$ cat src/rtl/clkdiv_multi.sv
// clkdiv_multi: N_CH independent runtime-programmable clock-enable generators.
// Each channel outputs a 50% square wave and a one-cycle strobe on its rising edge.
module clkdiv_multi #(
    parameter int          CNT_W    = 26,
    parameter int          N_CH     = 4,
    parameter int unsigned INIT_LIM = 24999999,
    localparam int         CH_W     = (N_CH > 1) ? $clog2(N_CH) : 1
) (
    input  logic             clk,
    input  logic             rst,
    input  logic [N_CH-1:0]  en,
    input  logic             sync,
    input  logic             load,
    input  logic [CH_W-1:0]  load_ch,
    input  logic [CNT_W-1:0] load_val,
    output logic [N_CH-1:0]  clk_out,
    output logic [N_CH-1:0]  tick
);

    localparam logic [CNT_W-1:0] INIT_V = CNT_W'(INIT_LIM);
    localparam logic [CH_W:0]    N_CH_V = (CH_W + 1)'(N_CH);

    logic [CNT_W-1:0] cnt [N_CH];
    logic [CNT_W-1:0] lim [N_CH];
    logic [N_CH-1:0]  sel;

    // Out-of-range indices (possible when N_CH is not a power of two) select nothing.
    always_comb begin
        sel = '0;
        if (load && ({1'b0, load_ch} < N_CH_V)) begin
            for (int unsigned i = 0; i < N_CH; i++) begin
                sel[i] = (load_ch == CH_W'(i));
            end
        end
    end

    always_ff @(posedge clk) begin
        for (int unsigned i = 0; i < N_CH; i++) begin
            if (rst) begin
                cnt[i]     <= '0;
                lim[i]     <= INIT_V;
                clk_out[i] <= 1'b0;
                tick[i]    <= 1'b0;
            end else begin
                // A load lands in lim even when sync wins the phase clear.
                if (sel[i]) begin
                    lim[i] <= load_val;
                end
                if (sync || sel[i]) begin
                    cnt[i]     <= '0;
                    clk_out[i] <= 1'b0;
                    tick[i]    <= 1'b0;
                end else if (en[i]) begin
                    if (cnt[i] == lim[i]) begin
                        cnt[i]     <= '0;
                        clk_out[i] <= ~clk_out[i];
                        tick[i]    <= ~clk_out[i];
                    end else begin
                        cnt[i]  <= cnt[i] + 1'b1;
                        tick[i] <= 1'b0;
                    end
                end else begin
                    tick[i] <= 1'b0;
                end
            end
        end
    end

endmodule

$ cat config.mk
export PLATFORM = sky130hd
export DESIGN_NAME = clkdiv_multi
export DESIGN_NICKNAME = d
export VERILOG_FILES = /design/src/rtl/clkdiv_multi.sv
export SDC_FILE = /design/constraint.sdc
export NUM_CORES = 1
export LEC_CHECK = 0
export ABC_AREA = 1
export CELL_PAD_IN_SITES_DETAIL_PLACEMENT = 1
export CELL_PAD_IN_SITES_GLOBAL_PLACEMENT = 2
export CORE_UTILIZATION = 33
export DETAILED_ROUTE_END_ITERATION = 8
export HOLD_SLACK_MARGIN = 0.15
export PLACE_DENSITY = 0.77
export SYNTH_ARGS = -nofsm -noshare
export SYNTH_HDL_FRONTEND = slang
export SYNTH_SLANG_ARGS = --single-unit
$ cat constraint.sdc
create_clock -name clk -period 2.5 [get_ports clk]
set_clock_uncertainty 0.1 [all_clocks]
set_input_delay 0.375 -clock clk [delete_from_list [all_inputs] [get_ports clk]]
set_output_delay 0.375 -clock clk [all_outputs]
set_load 0.01 [all_outputs]
# After elaboration in Yosys (flattened, before gate mapping)
# Memory sizes are Yosys's and may differ from the RTL's.
# Index checks and enable logic that the tools add are counted.
word_totals:
  latch_bits: 0
  output_inout_bits: 8
  mem_count: 2
  ram_bits: 208
  regBits: 8
  mem_bits_ro: 0
mem_list:
  columns: ["memory", "depth", "word_bits", "rd", "rd_clocked_by_memory_dff", "wr", "line", "source"]
  rows:
  - ["cnt", 4, 26, 4, 0, 4, "23", "logic [CNT_W-1:0] cnt [N_CH];"]
  - ["lim", 4, 26, 4, 0, 4, "24", "logic [CNT_W-1:0] lim [N_CH];"]
classes:
  n_eq_ne: 7
  muxes: 83
  n_mul: 0
  reduce_logical: 17
  div_mod_pow: 0
  n_lt_le_gt_ge: 0
  bitwise: 28
  shifts: 0
  add_sub_neg: 4
op_table:
  columns: ["cell", "count"]
  rows:
  - ["two-way mux 26 bit", 16]
  - ["adder 26 x 1 -> 26 bit (second input constant)", 4]
  - ["equality test 26 bit", 4]
  - ["two-way mux 1 bit", 66]
  - ["OR 1 bit", 16]
  - ["OR reduction 4 bit", 4]
  - ["NOT 1 bit", 12]
  - ["AND reduction 2 bit", 4]
  - ["OR reduction 2 bit", 4]
  - ["equality test 2 bit (second input constant)", 2]
  - ["logical OR 1 bit", 4]
  - ["two-way mux 4 bit", 1]
  - ["equality test 2 x 1 -> 1 bit (second input constant)", 1]
  - ["logical NOT 2 bit", 1]

# Logic depth before layout (Yosys ltp)
logic_depth:
  word_depth: 9
  ltp_mapped: 12
  ltp_nobuf: 11

# Worst setup path after synthesis
# No wires, ideal clock.
synth_path:
  path_type: "input to register"
  from: "input port rst"
  to: "memory cnt[1][0] (enable)"
  cell_stages: 6
  t_arrival_ps: 1929
  required_ps: 2036
  path_buffers: 1
  slack_ps: 107
  setup_time_ps: 364
  cell_sequence: "buf_4 > clkinv_1 > nand2_1 > nor2_1 > inv_1 > or2_2"
synth_rtl:
  columns: ["item", "line", "source"]
  rows:
  - ["start: declaration", "10", "input logic rst,"]
  - ["end: declaration", "23", null]

==> impl_metrics.env <==
export IMPL_status="finished, final reports clean"
export IMPL_io_buffers=43
export IMPL_syn_inst=1652
export IMPL_fmax_ghz=0.480
export IMPL_antenna_found_initial=1
export IMPL_design_core_area_um2=37700
export IMPL_ioPinCount=44
export IMPL_cts_tree="yes"
export IMPL_hold_viol_final=0
export IMPL_yosysWarnings=0
export IMPL_grt_overflow=0
export IMPL_wl_um=37600
export IMPL_syn_num_nets=1692
export IMPL_tightest_slew_ns=0.557
export IMPL_multiInputGateArea_um2=4910
export IMPL_clk_pin_slew_ns=0.06
export IMPL_crit_type="flop to flop"
export IMPL_min_period_ns=2.08
export IMPL_grt_max_degree=27
export IMPL_final_core_util_pct=39.3
export IMPL_max_clock_path_buffers=3
export IMPL_instances_no_fill=2263
export IMPL_grt_pass1_wl_um=59600
export IMPL_fill_cells=4659
export IMPL_min_path_type="input port to flop"
export IMPL_postSynthAreaPerCell_um2=7.66
export IMPL_clockRootBuffer="clkbuf_16"
export IMPL_cts_resized=0
export IMPL_htree_levels=1
export IMPL_dr_pass1_iters=5
export IMPL_ant_nets=0
export IMPL_p_leak_nw=6.19
export IMPL_numCtsBuffers=26
export IMPL_drive_gt1_share_pct=6.00
export IMPL_worstPathRequired_ns=2.68
export IMPL_grtUsageTotal_pct=20.0
export IMPL_worstHoldStart="en[1]"
export IMPL_gp_congestion=0.814
export IMPL_worstPathArrival_ns=2.26
export IMPL_period_share_pct=83.3
export IMPL_final_nets=1772
export IMPL_max_cap_violations=0
export IMPL_dp_cells=2215
export IMPL_maxSlewViolCount=0
export IMPL_hold_ws_ns=0.433
export IMPL_via_per_inst=4.52
export IMPL_drt_initial_drc_count=528
export IMPL_synth_seq_cells=216
export IMPL_setup_tns_ns=0
export IMPL_crit_path_end_kind="flop"
export IMPL_num_vias=10200
export IMPL_die_area_um2=39100
export IMPL_power_density_nw_per_um2=620
export IMPL_r2r_start="cnt[0][19]"
export IMPL_syn_to_final_growth_pct=17.1
export IMPL_finalSetupViolCount=0
export IMPL_rsz0062_at_grt="no"
export IMPL_seqCellArea_um2=6410
export IMPL_worstPathMaxFanout=26
export IMPL_relSlewSlack_pct=62.8
export IMPL_clk_latency_ns=0.54
export IMPL_post_cts_buffers=0
export IMPL_cts_sinks=216
export IMPL_syn_area_um2=12600
export IMPL_hold_buffers=0
export IMPL_die_w_um=198
export IMPL_die_y_um=198
export IMPL_start_util_pct=33.6
export IMPL_fp_row_count=71
export IMPL_vdd_drop_max_uv=486
export IMPL_grt_pass1_vias=10500
export IMPL_yosysUniqueCellTypes=28
export IMPL_dp_hpwl_um=28700
export IMPL_critPathLaunch="cnt[0][19]"
export IMPL_drc=0
export IMPL_startpoint_type="flop"
export IMPL_wl_per_cell_um=16.6
export IMPL_synth_seq_area_share_pct=50.6
==> state kept, by name, indices dropped and copies added (netlist names) <==
register and flops:
cnt 104, tick 4, lim 104, clk_out 4
==> power by group <==
group	internal [W]	total (W)	switching, W
registers	0.00418	0.00437	0.000197
logic	0.000273	0.000754	0.000480
clock network	0.00247	0.00405	0.00159
==> critical path: stages (launching register included) <==
cell and delay [ns]:
edfxtp_1 0.52, nor2_1 0.16, nor2_1 0.06, nor2_1 0.09
nand2_1 0.05, nor2_1 0.30, nand3_2 0.16, nand2_4 0.29
nor2_1 0.08
==> synth_stat cells <==
| cell | number | area [um^2] |
|---|---|---|
| nor2_2 | 11 | 68.8 |
| dfxtp_1 | 8 | 160 |
| nor3_1 | 31 | 155 |
| buf_2 | 2 | 10.0 |
| nor2_1 | 308 | 1160 |
| nor4_1 | 1 | 6.26 |
| edfxtp_1 | 208 | 6250 |
| inv_1 | 305 | 1140 |
| nor2_4 | 3 | 33.8 |
| xnor2_1 | 8 | 70.1 |
| nand2_1 | 556 | 2090 |
| nand3_2 | 6 | 60.1 |
| nor3_2 | 3 | 30.0 |
| clkbuf_1 | 3 | 11.3 |
| nand2_2 | 5 | 31.3 |
| buf_4 | 3 | 22.5 |
| nand4_1 | 23 | 144 |
| nand2_4 | 1 | 11.3 |
| buf_6 | 8 | 90.1 |
| or2_2 | 1 | 6.26 |
| ha_1 | 4 | 50.1 |
| a21oi_1 | 1 | 5.00 |
| nand3_1 | 57 | 285 |
| inv_2 | 10 | 37.5 |
| clkinv_1 | 4 | 15.0 |
| nor3b_1 | 1 | 7.51 |
| nand3b_1 | 5 | 37.5 |
| xor2_1 | 76 | 666 |
==> worst paths after layout <==
path              cells after the start  slack, ns          to
setup reg to reg                      8       0.42  cnt[0][14]
hold reg to reg                       4       0.49  clk_out[1]
hold / removal                        4       0.43  clk_out[1]
setup / recovery                      8       0.42  cnt[0][14]
==> logic make-up (layout without fill, tap and decap cells) <==
logic type | count (synthesis) | after routing | share of synthesized area (%)
fa+ha+maj | 4 | 4 | 0.396
flops | 216 | 216 | 50.6
simple gates | 1012 | 1012 | 32.6
compound gates | 1 | 1 | 0.0395
buf+inv | 335 | 434 | 10.5
other cells | 0 | 1 | 0
xor+xnor | 84 | 84 | 5.82
==> final cells by class <==
class / count / area share [%]
Antenna cell: 1 / 0.0169
Clock buffer: 29 / 4.61
Clock inverter: 18 / 1.44
Inverter: 319 / 8.09
Multi-Input combinational cell: 1101 / 33.2
Sequential cell: 216 / 43.3
Tap cell: 511 / 4.32
Timing Repair Buffer: 68 / 5.10
==> stage by stage <==
stage | power (W) | cell area (um^2) | setup slack (ns)
floorplan | 0.00485 | 12600 | 0.107
global placement | 0.00518 | 13900 | 0.128
detailed placement | 0.00521 | 13900 | 0.168
CTS | 0.00931 | 14800 | 0.377
global route | 0.00954 | 14800 | 0.254
finish | 0.00918 | 14800 | 0.418
==> layout by cell type (no fill, tap or decap), types with 4 or more instances in the layout <==
cell	count
nor2_1	308
nand3_1	57
ha_1	4
dfxtp_1	8
inv_1	305
nand4_1	23
clkdlybuf4s50_1	43
bufinv_16	5
nand2_1	556
inv_2	10
xor2_1	76
clkinv_2	6
clkinv_1	9
nand3_2	6
buf_12	11
nand3b_1	5
buf_4	14
nand2_2	5
edfxtp_1	208
nor2_2	11
clkbuf_16	27
xnor2_1	8
nor3_1	31
==> routing by layer <==
metal	wire length [um]	GRT usage (%)	vias up
li1	-	-	5199
met1	17600	26.5	4879
met2	17900	34.5	105
met3	1250	2.61	37
met4	796	5.05	0
met5	0	0	-
(Power assumes the default switching activity.)
